`src/rtl/pll_cfg_ctrl.sv`:
```
// PLL configuration controller: sequences power-down, lock wait and run for a PLL macro
// and applies N/M updates only while the PLL is held in power-down.
// Optional build macro PLL_CFG_RANGE_CHECK_EN rejects out-of-range N/M requests with cfg_err.
module pll_cfg_ctrl #(
  parameter logic [7:0] DEF_N       = 8'd1,
  parameter logic [7:0] DEF_M       = 8'd10,
  parameter int         PDN_CYCLES  = 16,
  parameter int         LOCK_CYCLES = 4096
) (
  input  logic       osc_clk,
  input  logic       rst_n,
  input  logic       pll_en,
  input  logic       cfg_req,
  input  logic [7:0] cfg_n,
  input  logic [7:0] cfg_m,
  output logic       cfg_ack,
  output logic       cfg_err,
  output logic [7:0] pll_n,
  output logic [7:0] pll_m,
  output logic       pll_pdn,
  output logic       pll_ready,
  output logic       cfg_busy
);

  typedef enum logic [1:0] {
    OFF       = 2'd0,
    PDN_HOLD  = 2'd1,
    LOCK_WAIT = 2'd2,
    RUN       = 2'd3
  } state_t;

  // One counter serves both timed states, so it is sized for the longer of the two.
  localparam int CNT_MAX = (PDN_CYCLES > LOCK_CYCLES) ? PDN_CYCLES : LOCK_CYCLES;
  localparam int CNT_W   = (CNT_MAX > 2) ? $clog2(CNT_MAX) : 1;
  localparam logic [CNT_W-1:0] PDN_LOAD  = CNT_W'(PDN_CYCLES - 1);
  localparam logic [CNT_W-1:0] LOCK_LOAD = CNT_W'(LOCK_CYCLES - 1);

  state_t           state;
  logic [CNT_W-1:0] cnt;
  logic             req_done;
  logic             req_new;
  logic             req_take;
  logic             cfg_bad;
  logic             cfg_acc;

  // req_done remembers that the current held request was already answered, so a
  // requester that keeps cfg_req high across a restart is not acknowledged twice.
  assign req_new  = cfg_req && !req_done;
  assign req_take = req_new && ((state == OFF) || ((state == RUN) && pll_en));
  assign cfg_acc  = req_take && !cfg_bad;

`ifdef PLL_CFG_RANGE_CHECK_EN
  logic cfg_err_q;

  assign cfg_bad = (cfg_n[6:0] == 7'd0) || cfg_n[7] || (cfg_m[4:0] == 5'd0);
  assign cfg_err = cfg_err_q;

  always_ff @(posedge osc_clk) begin
    if (!rst_n) cfg_err_q <= 1'b0;
    else        cfg_err_q <= req_take && cfg_bad;
  end
`else
  assign cfg_bad = 1'b0;
  assign cfg_err = 1'b0;
`endif

  // NOTE: every register here uses <= so all of them see the pre-edge values of
  // state/cnt/inputs; a blocking = would let later lines see half-updated state.
  always_ff @(posedge osc_clk) begin
    if (!rst_n) begin
      state     <= OFF;
      cnt       <= '0;
      req_done  <= 1'b0;
      cfg_ack   <= 1'b0;
      pll_n     <= DEF_N;
      pll_m     <= DEF_M;
      pll_pdn   <= 1'b0;
      pll_ready <= 1'b0;
      cfg_busy  <= 1'b0;
    end else begin
      cfg_ack <= cfg_acc;

      if (req_take)      req_done <= 1'b1;
      else if (!cfg_req) req_done <= 1'b0;

      if (cfg_acc) begin
        pll_n <= cfg_n;
        pll_m <= cfg_m;
      end

      if (!pll_en && (state != OFF)) begin
        state     <= OFF;
        cnt       <= '0;
        pll_pdn   <= 1'b0;
        pll_ready <= 1'b0;
        cfg_busy  <= 1'b0;
      end else begin
        unique case (state)
          OFF: begin
            // An answered request keeps the PLL off for this edge; pll_en is seen next cycle.
            if (!req_take && pll_en) begin
              state    <= PDN_HOLD;
              cnt      <= PDN_LOAD;
              cfg_busy <= 1'b1;
            end
          end
          PDN_HOLD: begin
            if (cnt == '0) begin
              state   <= LOCK_WAIT;
              cnt     <= LOCK_LOAD;
              pll_pdn <= 1'b1;
            end else begin
              cnt <= cnt - 1'b1;
            end
          end
          LOCK_WAIT: begin
            if (cnt == '0) begin
              state     <= RUN;
              pll_ready <= 1'b1;
              cfg_busy  <= 1'b0;
            end else begin
              cnt <= cnt - 1'b1;
            end
          end
          RUN: begin
            if (cfg_acc) begin
              state     <= PDN_HOLD;
              cnt       <= PDN_LOAD;
              pll_pdn   <= 1'b0;
              pll_ready <= 1'b0;
              cfg_busy  <= 1'b1;
            end
          end
          default: begin
            state     <= OFF;
            cnt       <= '0;
            pll_pdn   <= 1'b0;
            pll_ready <= 1'b0;
            cfg_busy  <= 1'b0;
          end
        endcase
      end
    end
  end

  // Invariants of the PLL-facing interface.
  a_div_stable_while_running : assert property (
    @(posedge osc_clk) disable iff (!rst_n)
      pll_pdn |-> ($stable(pll_n) && $stable(pll_m))
  );

  a_ready_implies_running : assert property (
    @(posedge osc_clk) pll_ready |-> (pll_pdn && !cfg_busy)
  );

  a_ack_err_exclusive : assert property (
    @(posedge osc_clk) !(cfg_ack && cfg_err)
  );

endmodule

```
`config.mk`:
```
export PLATFORM = sky130hd
export DESIGN_NAME = pll_cfg_ctrl
export DESIGN_NICKNAME = d
export VERILOG_FILES = /design/src/rtl/pll_cfg_ctrl.sv
export SDC_FILE = /design/constraint.sdc
export NUM_CORES = 1
export LEC_CHECK = 0
export BUFFER_PORTS_ARGS = -buffer_cell sky130_fd_sc_hd__clkbuf_2
export CAP_MARGIN = 15
export CORE_AREA = 10 10 95 63
export CTS_BUF_LIST = sky130_fd_sc_hd__clkbuf_8
export CTS_CLUSTER_DIAMETER = 80
export DETAILED_ROUTE_END_ITERATION = 10
export DIE_AREA = 0 0 105 73
export PLACE_DENSITY = 0.78
export SYNTH_ARGS = -nofsm -noshare
export SYNTH_HDL_FRONTEND = slang
export SYNTH_SLANG_ARGS = --single-unit
```
`constraint.sdc`:
```
create_clock -name osc_clk -period 2.5 [get_ports osc_clk]
set_clock_uncertainty 0.1 [all_clocks]
set_input_delay 0.375 -clock osc_clk [delete_from_list [all_inputs] [get_ports osc_clk]]
set_output_delay 0.375 -clock osc_clk [all_outputs]
set_load 0.005 [all_outputs]
```
==> flow_metrics.tcl <==
set metrics [dict create \
    outcome "finished, final reports clean" \
    nets 279 \
    firstDrtPassIters 5 \
    synthesis.area_per_instance_um2 8.64 \
    max_stage_delay_ns 0.43 \
    grt_setup_unrepaired "no" \
    grt_usage 0.127 \
    clk_path_buf_depth 2 \
    worstPathCellList "inv_1 -> ha_1 -> nor3b_2 -> buf_4 -> and4_1 -> o311ai_0 -> o31ai_1" \
    synth_cells 216 \
    cts_tree "yes" \
    syn_to_final_growth_pct 18.4 \
    slew_viol_final 0 \
    hold_buffers 0 \
    rows 19 \
    grt_pass1_vias 1695 \
    critical_path.endpoint_type "flop" \
    worst-path-max-fanout 10 \
    highest_layer "met4" \
    crit_type "flop to flop" \
    leakagePower_nw 0.935 \
    cts.sinks 35 \
    num_antenna_cells 0 \
    powerDensity_mw_per_mm2 1150 \
    hold_viol_final 0 \
    dr_wl_met2_mm 2.12 \
    period_share 0.858 \
    dieArea_mm2 0.00767 \
    grt_overflow 0 \
    grt_max_degree 20 \
    die_w_um 105 \
    fillCellCount 437 \
    tightest_slew_ns 0.700 \
    yosysWarnings 0 \
    fmax_mhz 466 \
    critPathLaunchType "flop" \
    hp-class "input port to flop" \
    clkSlewWorstSetupHoldPaths_ns 0.07 \
    slew_headroom 0.530 \
    netlist_area_mm2 0.00187 \
    grt_antenna_before_repair 0 \
    setup_violations 0 \
    synth-xor-area-share 0 \
    drive_gt1_frac 0.256 \
    route.detailed.drc 0 \
    wire_per_inst_um 15.2 \
    slowest_stage "dfxtp_1" \
    yosysTopAreaCell "dfxtp_1" \
    synth_top_family_by_area "compound AO/OA/AOI/OAI gates" \
    gp_congestion 0.927 \
    synthAdderAreaFrac 0.0402 \
    netlist.area_leader.share 0.375 \
    post-route-util 0.505 \
    routed_wl_mm 4.82 \
    hold_ws_ns 0.194 \
    setup_tns_ns 0 \
    viasPerCell 5.41 \
    peakVddDrop_mv 0.532 \
    worstPathArrival_ns 2.20 \
    ios 41 \
    yosys.area_share.simple 0.250 \
    seq_area_frac_synth 0.375 \
    max-cap-violations 0 \
    critPathRequiredTime_ns 2.56 \
    dieHeight_um 73 \
    root_buffer "clkbuf_8" \
    start_util 0.427 \
    antenna_left 0 \
    synth_mux_area_frac 0.00536 \
    m1WireLength_mm 2.37 \
    htreeDepth 2 \
    grt_first_pass_wirelength_mm 8.21 \
    insertion_delay_ns 0.29 \
    ys_seq_elements 35 \
    synth_area_leaders "dfxtp_1 38%, nand2_1 8.2%, a21boi_0 5.2%" \
    synth_compound_area_frac 0.269 \
    dr_wl_met3_um 277 \
    drt_iter0_drc 144 \
    synth_flop_cell "dfxtp_1" \
    hpwl_mm 3.61 \
    finalCriticalPeriod_ns 2.14 \
    async_flop_share 0 \
    worst_slack_ns 0.356 \
    synth_edf_count 0 \
    io_buffers 39 \
    core_mm2 0.00437 \
    ys_types 54 \
    numCtsBuffers 5 \
    synth_fp_nets 242 \
    dp_slack_ns 0.179 \
    vias 1715 \
]
through the flow:
step | cells | power, W | instance area [um^2]
2_1_floorplan | 216 | 0.00175 | 1870
5_1_grt | 317 | 0.00274 | 2210
4_1_cts | 317 | 0.00255 | 2210
3_5_place_dp | 309 | 0.00209 | 2110
6_report | 317 | 0.00254 | 2210
3_3_place_gp | 309 | 0.00206 | 2110
report_power, final:
part           internal, W  switching (W)
clock             0.000247       0.000198
sequential        0.000691       0.000123
combinational     0.000496       0.000788
worst paths after layout:
path,startpoint,endpoint,slack (ns),depth (start not counted)
worst min-delay path,cfg_m[1],pll_m[1]$_SDFFE_PN1P_,0.19,3
worst min register to register,pll_n[6]$_SDFFE_PN0P_,pll_n[6]$_SDFFE_PN0P_,0.36,2
worst max-delay path,cnt[0]$_SDFFE_PP0P_,cnt[3]$_SDFFE_PP0P_,0.36,7
worst max register to register,cnt[0]$_SDFFE_PP0P_,cnt[3]$_SDFFE_PP0P_,0.36,7
layout make-up:
class | instances | area, um^2 | share of cell area
clock buffer | 7 | 96.3 | 0.0436
clock inverter | 1 | 3.75 | 0.00170
inverter | 8 | 30.0 | 0.0136
multi-input combinational | 158 | 1060 | 0.480
sequential | 35 | 701 | 0.317
tap | 63 | 78.8 | 0.0357
timing repair buffer | 45 | 240 | 0.109
layout by cell type (no fill, tap or decap), drive strengths merged, types with 2 or more instances in the layout:
| master | count |
|---|---|
| a211oi | 3 |
| nor4 | 2 |
| buf | 6 |
| a21boi | 13 |
| and4 | 2 |
| o221a | 3 |
| a21oi | 9 |
| o31ai | 6 |
| nand2 | 43 |
| nand2b | 3 |
| ha | 6 |
| a31oi | 4 |
| clkbuf | 46 |
| inv | 9 |
| nor3b | 3 |
| nand3 | 5 |
| nand4 | 4 |
| and3 | 2 |
| a221oi | 3 |
| dfxtp | 35 |
| o311ai | 7 |
| o21ai | 6 |
| nor3 | 5 |
| nor2 | 9 |
| o211a | 4 |
worst max-delay path: cells and delay by family, from the launching register on:
kind | cells | cell delay [ns]
compound gates | 2 | 0.50
simple gates | 2 | 0.47
flops | 1 | 0.43
buf+inv | 2 | 0.26
fa+ha+maj | 1 | 0.25
state kept, by name, indices dropped and copies added, names as in the netlist:
name / cells
state: 2
cfg_busy: 1
cfg_ack: 1
req_done: 1
pll_ready: 1
cnt: 12
pll_m: 8
pll_n: 8
pll_pdn: 1
cell usage after synthesis, drive strengths merged (6+ instances only):
library cell,number
a21boi,13
nor2,9
o21ai,6
a21oi,9
nand2,43
o311ai,7
ha,6
dfxtp,35
inv,8
o31ai,6
buf,10
metal layers:
metal  up-vias  track usage
met2        38        0.192
met1       804        0.167
met3         5       0.0370
li1        868            -
met5         -            0
met4         0       0.0530
repair_timing:
action | in CTS | in global routing
resized for setup | 0 | 1
setup buffers | 0 | 0
endpoints found under the setup margin | 0 | 7
cells by family after synthesis:
| family | count (synthesis) |
|---|---|
| flip-flops | 35 |
| buffers and inverters | 23 |
| AND/OR/NAND/NOR | 84 |
| AO/OA/AOI/OAI | 66 |
| other | 1 |
| adder cells (fa/ha/maj) | 6 |
| multiplexers | 1 |
No activity file was read; power rests on OpenSTA's default activity.
